--- config.mk ---
export PLATFORM = sky130hd
export DESIGN_NAME = maze_run_controller
export DESIGN_NICKNAME = d
export VERILOG_FILES = /design/src/rtl/maze_run_controller.sv
export SDC_FILE = /design/constraint.sdc
export NUM_CORES = 1
export LEC_CHECK = 0
export BUFFER_PORTS_ARGS = -buffer_cell sky130_fd_sc_hd__buf_2
export CORE_MARGIN = 1
export CORE_UTILIZATION = 40
export DETAILED_ROUTE_END_ITERATION = 10
export PLACE_DENSITY = 0.54
export SLEW_MARGIN = 10
export SYNTH_ARGS = -nofsm -noshare
export SYNTH_HDL_FRONTEND = slang
export SYNTH_SLANG_ARGS = --single-unit
--- constraint.sdc ---
create_clock -name clk -period 4.6 [get_ports clk]
set_input_delay 0.46 -clock clk [delete_from_list [all_inputs] [get_ports clk]]
set_output_delay 0.46 -clock clk [all_outputs]
set_load 0.005 [all_outputs]
--- src/rtl/maze_run_controller.sv ---
// Sequencer between user start/run controls and the rat_in_maze solver core.
// Records the solver's path in a push/pop buffer and replays it in forward order.
module maze_run_controller #(
    parameter int PTR_W = 8
) (
    input  logic             clk,
    input  logic             rst,
    input  logic             start,
    input  logic             run,
    output logic             solver_start,
    input  logic             solver_push,
    input  logic             solver_pop,
    input  logic [1:0]       solver_move,
    input  logic             solver_done,
    input  logic             solver_fail,
    output logic             busy,
    output logic             done,
    output logic             fail,
    output logic             overflow,
    output logic [1:0]       move,
    output logic             move_valid,
    output logic [PTR_W:0]   path_len
);
    localparam int DEPTH = 1 << PTR_W;

    localparam logic [2:0] S_IDLE    = 3'd0;
    localparam logic [2:0] S_LAUNCH  = 3'd1;
    localparam logic [2:0] S_SOLVING = 3'd2;
    localparam logic [2:0] S_READY   = 3'd3;
    localparam logic [2:0] S_REPLAY  = 3'd4;
    localparam logic [2:0] S_FAILED  = 3'd5;

    logic [2:0]       state_q, state_d;
    logic [PTR_W:0]   count_q, count_d;
    logic [PTR_W-1:0] idx_q, idx_d;
    logic             done_q, done_d;
    logic             fail_q, fail_d;
    logic             ovf_q, ovf_d;
    logic             sstart_q, sstart_d;
    logic             busy_q, busy_d;
    logic             mv_q, mv_d;
    logic [1:0]       move_q, move_d;

    logic [1:0]       mem [DEPTH];
    logic             we;
    logic [PTR_W-1:0] waddr;
    logic [PTR_W:0]   cnt_dec;
    logic             full, empty, last, push_full;

    // count never exceeds DEPTH, so its top bit alone flags a full buffer
    assign full    = count_q[PTR_W];
    assign empty   = (count_q == '0);
    assign cnt_dec = count_q - (PTR_W+1)'(1);
    assign last    = ({1'b0, idx_q} == cnt_dec);

    always_comb begin
        state_d   = state_q;
        count_d   = count_q;
        idx_d     = idx_q;
        done_d    = done_q;
        fail_d    = fail_q;
        ovf_d     = ovf_q;
        sstart_d  = 1'b0;
        mv_d      = 1'b0;
        move_d    = move_q;
        we        = 1'b0;
        waddr     = count_q[PTR_W-1:0];
        push_full = 1'b0;

        case (state_q)
            S_IDLE: begin
                if (start) state_d = S_LAUNCH;
            end
            S_LAUNCH: begin
                state_d = S_SOLVING;
            end
            S_SOLVING: begin
                if (solver_push) begin
                    if (solver_pop && !empty) begin
                        we    = 1'b1;
                        waddr = cnt_dec[PTR_W-1:0];
                    end else if (!full) begin
                        we      = 1'b1;
                        count_d = count_q + (PTR_W+1)'(1);
                    end else begin
                        push_full = 1'b1;
                        ovf_d     = 1'b1;
                    end
                end else if (solver_pop && !empty) begin
                    count_d = cnt_dec;
                end

                if (push_full || solver_fail) begin
                    fail_d  = 1'b1;
                    state_d = S_FAILED;
                end else if (solver_done) begin
                    done_d  = 1'b1;
                    state_d = S_READY;
                end
            end
            S_READY: begin
                if (start) begin
                    state_d = S_LAUNCH;
                end else if (run && !empty) begin
                    state_d = S_REPLAY;
                    idx_d   = '0;
                end
            end
            S_REPLAY: begin
                mv_d   = 1'b1;
                move_d = mem[idx_q];
                idx_d  = idx_q + PTR_W'(1);
                if (last) state_d = S_READY;
            end
            S_FAILED: begin
                if (start) state_d = S_LAUNCH;
            end
            default: begin
                state_d = S_IDLE;
            end
        endcase

        // every entry into LAUNCH starts a fresh solve with cleared status
        if (state_d == S_LAUNCH && state_q != S_LAUNCH) begin
            sstart_d = 1'b1;
            count_d  = '0;
            done_d   = 1'b0;
            fail_d   = 1'b0;
            ovf_d    = 1'b0;
        end

        busy_d = (state_d == S_LAUNCH) || (state_d == S_SOLVING) || (state_d == S_REPLAY);
    end

    always_ff @(posedge clk) begin
        if (we && !rst) mem[waddr] <= solver_move;
    end

    always_ff @(posedge clk) begin
        if (rst) begin
            state_q  <= S_IDLE;
            count_q  <= '0;
            idx_q    <= '0;
            done_q   <= 1'b0;
            fail_q   <= 1'b0;
            ovf_q    <= 1'b0;
            sstart_q <= 1'b0;
            busy_q   <= 1'b0;
            mv_q     <= 1'b0;
            move_q   <= 2'd0;
        end else begin
            state_q  <= state_d;
            count_q  <= count_d;
            idx_q    <= idx_d;
            done_q   <= done_d;
            fail_q   <= fail_d;
            ovf_q    <= ovf_d;
            sstart_q <= sstart_d;
            busy_q   <= busy_d;
            mv_q     <= mv_d;
            move_q   <= move_d;
        end
    end

    assign solver_start = sstart_q;
    assign busy         = busy_q;
    assign done         = done_q;
    assign fail         = fail_q;
    assign overflow     = ovf_q;
    assign move         = move_q;
    assign move_valid   = mv_q;
    assign path_len     = count_q;

endmodule
# Word level (Yosys, flattened, before mapping)
# Memory sizes are Yosys's and may differ from the RTL's. A register that Yosys moved wholly into a read port is not among the register bits.
# Cells that the tools add are included.
# totals
ram_bits	512
regBits	26
mem_count	1
# memory_table
memory	words	word_bits	rd	rd_ports_with_merged_regs	wr	line	source
mem	256	2	1	1	1	44	logic [1:0] mem [DEPTH];
# op_classes
n_eq_ne	14
n_reduce_logical	21
add_sub_neg	3
mux	29
bitwise_logic	2
# op_table
operator	count
8-bit 2-to-1 mux	5
9-bit 2-to-1 mux	4
3-bit 2-to-1 mux	6
8-bit case mux with 2 select lines	1
3-bit case mux with 5 select lines	1
1-bit 2-to-1 mux	12
9-bit by 1-bit adder with 9-bit output, second input constant	1
3-bit by 2-bit equality test with 1-bit output, second input constant	3
3-bit equality test, second input constant	3
8-bit by 9-bit equality test with 1-bit output	1
9-bit logical NOT	1
3-bit AND reduction	3
9-bit by 1-bit subtractor with 9-bit output, second input constant	1
8-bit by 1-bit adder with 8-bit output, second input constant	1
4-bit AND reduction	2
3-bit by 1-bit equality test with 1-bit output, second input constant	2
2-bit inequality test, second input constant	3
1-bit logical AND	4
2-bit nonzero test	2
2-bit OR reduction	2
3-bit logical NOT	1
1-bit logical OR	3
3-bit by 1-bit inequality test with 1-bit output, second input constant	1
1-bit logical NOT	2
3 further kinds	4

# Logic depth before layout (Yosys ltp)
# Gate-level depths: netlist of the first run.
# depth
ltp_word	12
depth_mapped	12
ltp_nobuf	10

# Worst setup path before layout of the first run
# No wires, ideal clock.
# synth_path
path_type	register to register
start	register count_q[1], in the netlist path_len[1]
end	memory mem[202][0], enable pin
t_required_ps	4271
arrival_time_ps	2800
stages_incl_launch_ff	11
path_slack_ps	1471
n_path_buf	2
period_less_slack_ps	3129
path_cell_list	dfxtp_1 -> clkbuf_1 -> inv_1 -> ha_1 -> or4b_1 -> o2111ai_4 -> or4_1 -> a21oi_1 -> o211ai_2 -> buf_2 -> nor3_1
# synth_via
elab_chain_cells	9
# synth_rtl
element	line	source
from (decl)	34	logic [PTR_W:0] count_q, count_d;
from (signal assigned)	153	count_q <= count_d;
parallel branches: the longest is 9 deep, another holds 9-bit by 1-bit subtractor with 9-bit output	n/a	
to (decl)	44	
# Parallel ways; which one is timed is not known.

# Worst setup path in the final report of the first run
# layout_path
start	register count_q[1], in the netlist path_len[1]
end	memory mem[216][1], enable pin
# Same word-level chain as after synthesis.

==> impl_metrics.toml, run 1 <==
[outcome]
status = "complete, but fails checks"
violations = "DRC"

[power_and_ir_drop]
p_int_mw = 7.96
switchingPower_mw = 2.13
combPwrFrac_pct = 3.6
p_leak_nw = 7.70
peakVddDrop_mv = 0.329
seq_power_share_pct = 53.6
clockPowerShare_pct = 42.8
cellPowerDensity_mw_per_mm2 = 387
netSwitchingFraction_pct = 21.1

[global_route]
grt_pass1_wl_mm = 89.5
grt_max_degree = 168
antenna_found_initial = 0
overflow = 0
first_global_vias = 13400
grt_usage_pct = 20.6

[synthesis]
yosysWarnings = 0
syn_nets = 1522
synth_cell_types = 77
synth_ff_type = "edfxtp_1"
ys_seq_elements = 540
syn_area_per_cell_um2 = 15.5
syn_area_mm2 = 0.0233
synth_async_sr_flop_share_pct = 0
syn_inst = 1506
synth_edf_count = 512
yosysSeqAreaShare_pct = 68.4

[detailed_routing]
via_per_inst = 5.77
first_pass_iters = 8
drt-total-wl_mm = 60.6
wl_per_cell_um = 26.0
drcViolationCount = 1
ant_nets = 0
vias = 13500
drt-initial-drc-count = 1406

[min_path]
hp-class = "in2reg"
min_to = "done"
hp-start = "solver_done"
whs_path_depth = 3

[layout]
final_common_cell = "edfxtp_1"
insertedDiodeCount = 0
finalNonFillerCells = 2333
final_cell_mix = "edfxtp_1, nor2_1, mux4_2, clkbuf_16, buf_4"
area.growth.synth_to_final_pct = 12.0
fillers = 5030
drive_above_1_share_pct = 19.4
layout.nets = 1545

[place]
placed_cells = 2237
dp_hpwl_mm = 37.3
io_buffers = 26
place.gp.congestion = 0.847

[cts]
cts_setup_buffers = 0
worstSkewPairLatency_ns = 0.62
cts_tree = "yes"
cts_max_level = 2
clock_path_buffers = 3
cts_made_buffers = 55
cts_root_buf = "clkbuf_16"
ctsResizeCount = 0
clk_pin_slew_ns = 0.06
hold_buffers = 0
clock_sinks = 540

[floorplanning]
fp.dieW_um = 243
initial_utilization_pct = 40.5
ios = 27
rows = 88
chipHeight_um = 243
core_mm2 = 0.0576
die_area_mm2 = 0.0592

[setup_path]
required_ns = 4.88
rrSetupSlack_ns = 0.60
worstReg2RegEnd = "mem[216][1]"
worstPathMaxFanout = 16
rr_worst_depth = 8
critPathKind = "reg2reg"
cp.arrival_ns = 4.29
end_kind = "register"
cp-start-kind = "register"
reg2reg_from = "path_len[1]"

[timing]
tightestPinTransition_ns = 1.11
drv_slew = 0
setup_tns_ns = 0
finalHoldViolCount = 0
max_freq_mhz = 250
finClkSkew_ns = 0.0332
period_minus_slack_ns = 4.00
relSlewSlack_pct = 25.6
rsz0062_at_grt = "false"
final.period_utilization_pct = 87.1
setup_viol = 0

[job]
maxCapViolCount = 0
==> flip-flops by register name (all words and copies together) (netlist names) <==
name,count
busy,1
solver_start,1
path_len,9
state_q,3
move,2
fail,1
idx_q,8
overflow,1
done,1
move_valid,1
mem,512
==> cell usage after synthesis (all sizes together), types with 5 or more instances <==
| cell | count | area, µm² |
|---|---|---|
| nand3b | 7 | 52.6 |
| a22oi | 28 | 210 |
| inv | 12 | 45.0 |
| o31ai | 6 | 63.8 |
| nor2 | 267 | 1000 |
| buf | 67 | 353 |
| ha | 6 | 75.1 |
| nand3 | 24 | 130 |
| o22ai | 14 | 87.6 |
| nor3 | 38 | 190 |
| a21o | 6 | 45.0 |
| xor2 | 9 | 78.8 |
| or3 | 19 | 134 |
| nor3b | 6 | 56.3 |
| a221oi | 12 | 105 |
| mux4 | 112 | 2520 |
| and2 | 6 | 37.5 |
| dfxtp | 28 | 561 |
| xnor2 | 11 | 96.3 |
| clkbuf | 50 | 188 |
| o21ai | 30 | 154 |
| nor2b | 6 | 37.5 |
| a211oi | 9 | 67.6 |
| mux2i | 43 | 430 |
| nor4 | 5 | 37.5 |
| a21oi | 31 | 155 |
| a31oi | 14 | 87.6 |
| nand2 | 47 | 176 |
| mux2 | 7 | 78.8 |
| and3 | 5 | 31.3 |
| nand2b | 7 | 43.8 |
| edfxtp | 512 | 15400 |
==> layer usage <==
metal | up-vias | wire [µm] | global-route usage, %
li1 | 5951 | - | -
met1 | 6962 | 26400 | 29.1
met2 | 453 | 28600 | 32.8
met3 | 96 | 4020 | 3.84
met4 | 2 | 1480 | 5.48
met5 | - | 71 | 0.817
==> per-stage QoR <==
stage                     total power [mW]  hold slack (ns)  area, µm²  utilization, %  setup WS, ns
after floorplan                       5.71            0.460      23300               -          1.47
after global placement                5.87            0.443      24400            42.3         0.644
after detailed placement              5.87            0.456      24400            42.3         0.590
after CTS                             10.2           0.0646      26100            45.3         0.582
after global routing                  10.4            0.129      26100            45.3         0.350
final                                 10.1           0.0981      26100            45.3         0.595
==> critical path, stage by stage, from the launching register on <==
cell and delay [ns]:
dfxtp_1 0.41, inv_1 0.16, ha_1 0.15, or4b_1 0.55, o2111ai_4 0.49, nor2_1 0.13, o32a_1 0.53, or3_1 0.89
nor2_1 0.34
==> power by group through the flow <==
stage,Sequential (mW),Clock [mW],Combinational [mW]
2_1_floorplan,5.49,0,0.219
5_1_grt,5.40,4.58,0.395
3_5_place_dp,5.51,0,0.363
3_3_place_gp,5.51,0,0.361
4_1_cts,5.40,4.40,0.365
6_report,5.40,4.32,0.362
==> worst max-delay path by stage <==
stage	slack, ns	cells past startpoint	from	end
after floorplan	1.47	10	path_len[1]	mem[202][0]
after global placement	0.64	8	path_len[1]	mem[104][1]
after detailed placement	0.59	8	path_len[1]	mem[232][0]
after CTS	0.58	8	path_len[1]	mem[216][1]
after global routing	0.35	8	path_len[1]	mem[136][1]
final	0.60	8	path_len[1]	mem[216][1]
==> final cells by class <==
type	instances	area [µm²]	share of cell area, %
tap	765	957	3.67
clock inverter	35	313	1.20
clock buffer	61	1400	5.36
multi-input combinational	837	6780	26.0
sequential	540	15900	61.1
timing repair buffer	83	646	2.48
inverter	12	45.0	0.173
==> logic make-up (layout without fill, tap and decap cells) <==
kind of cell | after synthesis | in the layout | synth area share (%)
flip-flops | 540 | 540 | 68.4
multiplexers | 162 | 162 | 13.0
XOR/XNOR | 21 | 21 | 0.849
AO/OA/AOI/OAI | 192 | 192 | 5.98
AND/OR/NAND/NOR | 456 | 456 | 8.91
adder cells (fa/ha/maj) | 6 | 6 | 0.322
buffers and inverters | 129 | 191 | 2.51
Note: power is estimated with default switching activity, not from simulation.
==> inputs of run 2 (changes only) <==
--- a/config.mk
+++ b/config.mk
@@ -10,7 +10,6 @@
 export CORE_UTILIZATION = 40
 export DETAILED_ROUTE_END_ITERATION = 10
 export PLACE_DENSITY = 0.54
-export SLEW_MARGIN = 10
 export SYNTH_ARGS = -nofsm -noshare
 export SYNTH_HDL_FRONTEND = slang
 export SYNTH_SLANG_ARGS = --single-unit
==> constraint.sdc (replaced) <==
create_clock -name clk -period 4.6 [get_ports clk]
set_input_delay 0.23 -clock clk [delete_from_list [all_inputs] [get_ports clk]]
set_output_delay 0.23 -clock clk [all_outputs]
set_load 0.005 [all_outputs]
==> impl_metrics.toml, run 2 (synthesized netlist as in run 1, its figures left out) <==
[setup_path]
worstReg2RegEnd = "mem[56][0]"
worstPathMaxFanout = 16
worstPathCellList = "inv_1, ha_1, or4b_1, o2111ai_4, nor2_1, o32a_1, or3_1, nor2_1"
rr_worst_depth = 8
slowest_stage = "or3_1"
cp.arrival_ns = 4.36
slowest_delay_ns = 0.90
rrSetupSlack_ns = 0.53
path_buf_inv = 1
required_ns = 4.89
path_delay_family = "simple AND/OR/NAND/NOR gates"
critPathKind = "reg2reg"
reg2reg_from = "path_len[1]"
cp-start-kind = "register"
end_kind = "register"
crit_top_cell = "nor2_1"

[detailed_routing]
wl_per_cell_um = 26.1
drt-initial-drc-count = 1362
drcViolationCount = 0
vias = 13500
ant_nets = 0
first_pass_iters = 7
drt-total-wl_mm = 61.2
via_per_inst = 5.74

[layout]
final_common_cell = "edfxtp_1"
final_cell_mix = "edfxtp_1, nor2_1, mux4_2, clkbuf_16, buf_4"
fillers = 5034
insertedDiodeCount = 0
final_area_mm2 = 0.0262
largest_reg_flops = 512
drive_above_1_share_pct = 19.2
seqCellArea_mm2 = 0.0159
layout.nets = 1551
largest_register = "mem"
multiInputGateArea_mm2 = 0.00678
area.growth.synth_to_final_pct = 12.4

[place]
io_buffers = 26
dp_hpwl_mm = 37.2
place_area_mm2 = 0.0244
place.gp.congestion = 0.849

[min_path]
whs_path_depth = 4
hp-start = "run"
min_to = "state_q[1]"
hp-class = "in2reg"

[floorplanning]
core_mm2 = 0.0576
ios = 27
rows = 88
die_area_mm2 = 0.0592
initial_utilization_pct = 40.5
fp.dieW_um = 243
chipHeight_um = 243

[cts]
clock_sinks = 540
cts_tree = "yes"
cts_made_buffers = 56
cts_max_level = 2
worstSkewPairLatency_ns = 0.62
cts_root_buf = "clkbuf_16"
clock_path_buffers = 3
clk_pin_slew_ns = 0.06

[timing]
max_freq_mhz = 246
setup_viol = 0
rsz0062_at_grt = "false"
relSlewSlack_pct = 28.9
tightestPinTransition_ns = 1.06
drv_slew = 0
finClkSkew_ns = 0.0275
setup_tns_ns = 0
finalHoldViolCount = 0
period_minus_slack_ns = 4.07
final.period_utilization_pct = 88.4

[job]
maxCapViolCount = 0

[power_and_ir_drop]
p_int_mw = 7.99
peakVddDrop_mv = 0.296
switchingPower_mw = 2.17
seq_power_share_pct = 53.2
netSwitchingFraction_pct = 21.4
cellPowerDensity_mw_per_mm2 = 388
combPwrFrac_pct = 3.6
p_leak_nw = 7.74
clockPowerShare_pct = 43.3

[global_route]
grt_pass1_wl_mm = 89.7
antenna_found_initial = 0
overflow = 0
first_global_vias = 13600
grt_usage_pct = 20.7
grt_max_degree = 179

[outcome]
status = "finished, final reports clean"
run 2: cell count changes in the layout (fill, tap and decap cells not counted), sizes merged:
cell,previous run,this run
buf,83,82
bufinv,5,4
dlygate4sd3,0,6
clkinvlp,2,3
clkinv,28,32
clkbuf,61,64
inv,12,14
run 2: worst min-delay path, cell delays in order:
cell	delay (ns)
buf_2	0.10
a21oi_1	0.06
o21ai_0	0.17
a21oi_1	0.07
run 2: per-layer routing:
metal  up-vias  wire, µm  global-route usage, %  share of wire [%]
met5         -         0                      0                  0
met4         0      1400                   5.23                2.3
met3        90      4490                   4.54                7.3
met2       472     28700                   32.9                 47
met1      6976     26600                   28.9                 43
li1       5945         -                      -                  -
run 2: worst max-delay path by stage:
stage	from	end	cells past startpoint
detailed placement	path_len[1]	mem[216][0]	8
floorplan	path_len[1]	mem[202][0]	10
finish	path_len[1]	mem[56][0]	8
CTS	path_len[1]	mem[56][0]	8
global placement	path_len[1]	mem[104][1]	8
global route	path_len[1]	mem[8][1]	8
run 2: layout make-up:
| type | instances | share of cell area [%] |
|---|---|---|
| well taps | 765 | 3.66 |
| multi-input cells | 837 | 25.9 |
| flip-flops and latches | 540 | 60.9 |
| repair buffers | 88 | 2.67 |
| clock inverters | 41 | 1.18 |
| clock buffers | 64 | 5.55 |
| inverters | 12 | 0.172 |
run 2: power by group through the flow:
stage                     registers (mW)  logic, mW  clock network [mW]
after detailed placement            5.51      0.362                   0
after global routing                5.40      0.397                4.65
final                               5.40      0.365                4.40
after floorplan                     5.49      0.219                   0
after global placement              5.51      0.360                   0
after CTS                           5.40      0.368                4.48
run 2: per-stage QoR:
step | cells | power (mW) | util, % | worst slack [ns] | hold WS, ns
finish | 2347 | 10.2 | 45.5 | 0.532 | 0.0623
CTS | 2347 | 10.3 | 45.5 | 0.498 | 0.0250
global route | 2347 | 10.5 | 45.5 | 0.274 | 0.0732
detailed placement | 2236 | 5.87 | 42.3 | 0.525 | 0.459
floorplan | 1506 | 5.71 | - | 1.47 | 0.329
global placement | 2236 | 5.87 | 42.3 | 0.590 | 0.443
run 2: what timing repair did:
action | 4_1_cts | 5_1_grt
setup buffers | 0 | 0
endpoints found under the hold margin | 7 | 0
hold buffers | 6 | 0
setup endpoints to repair | 0 | 0
resized for setup | 0 | 0
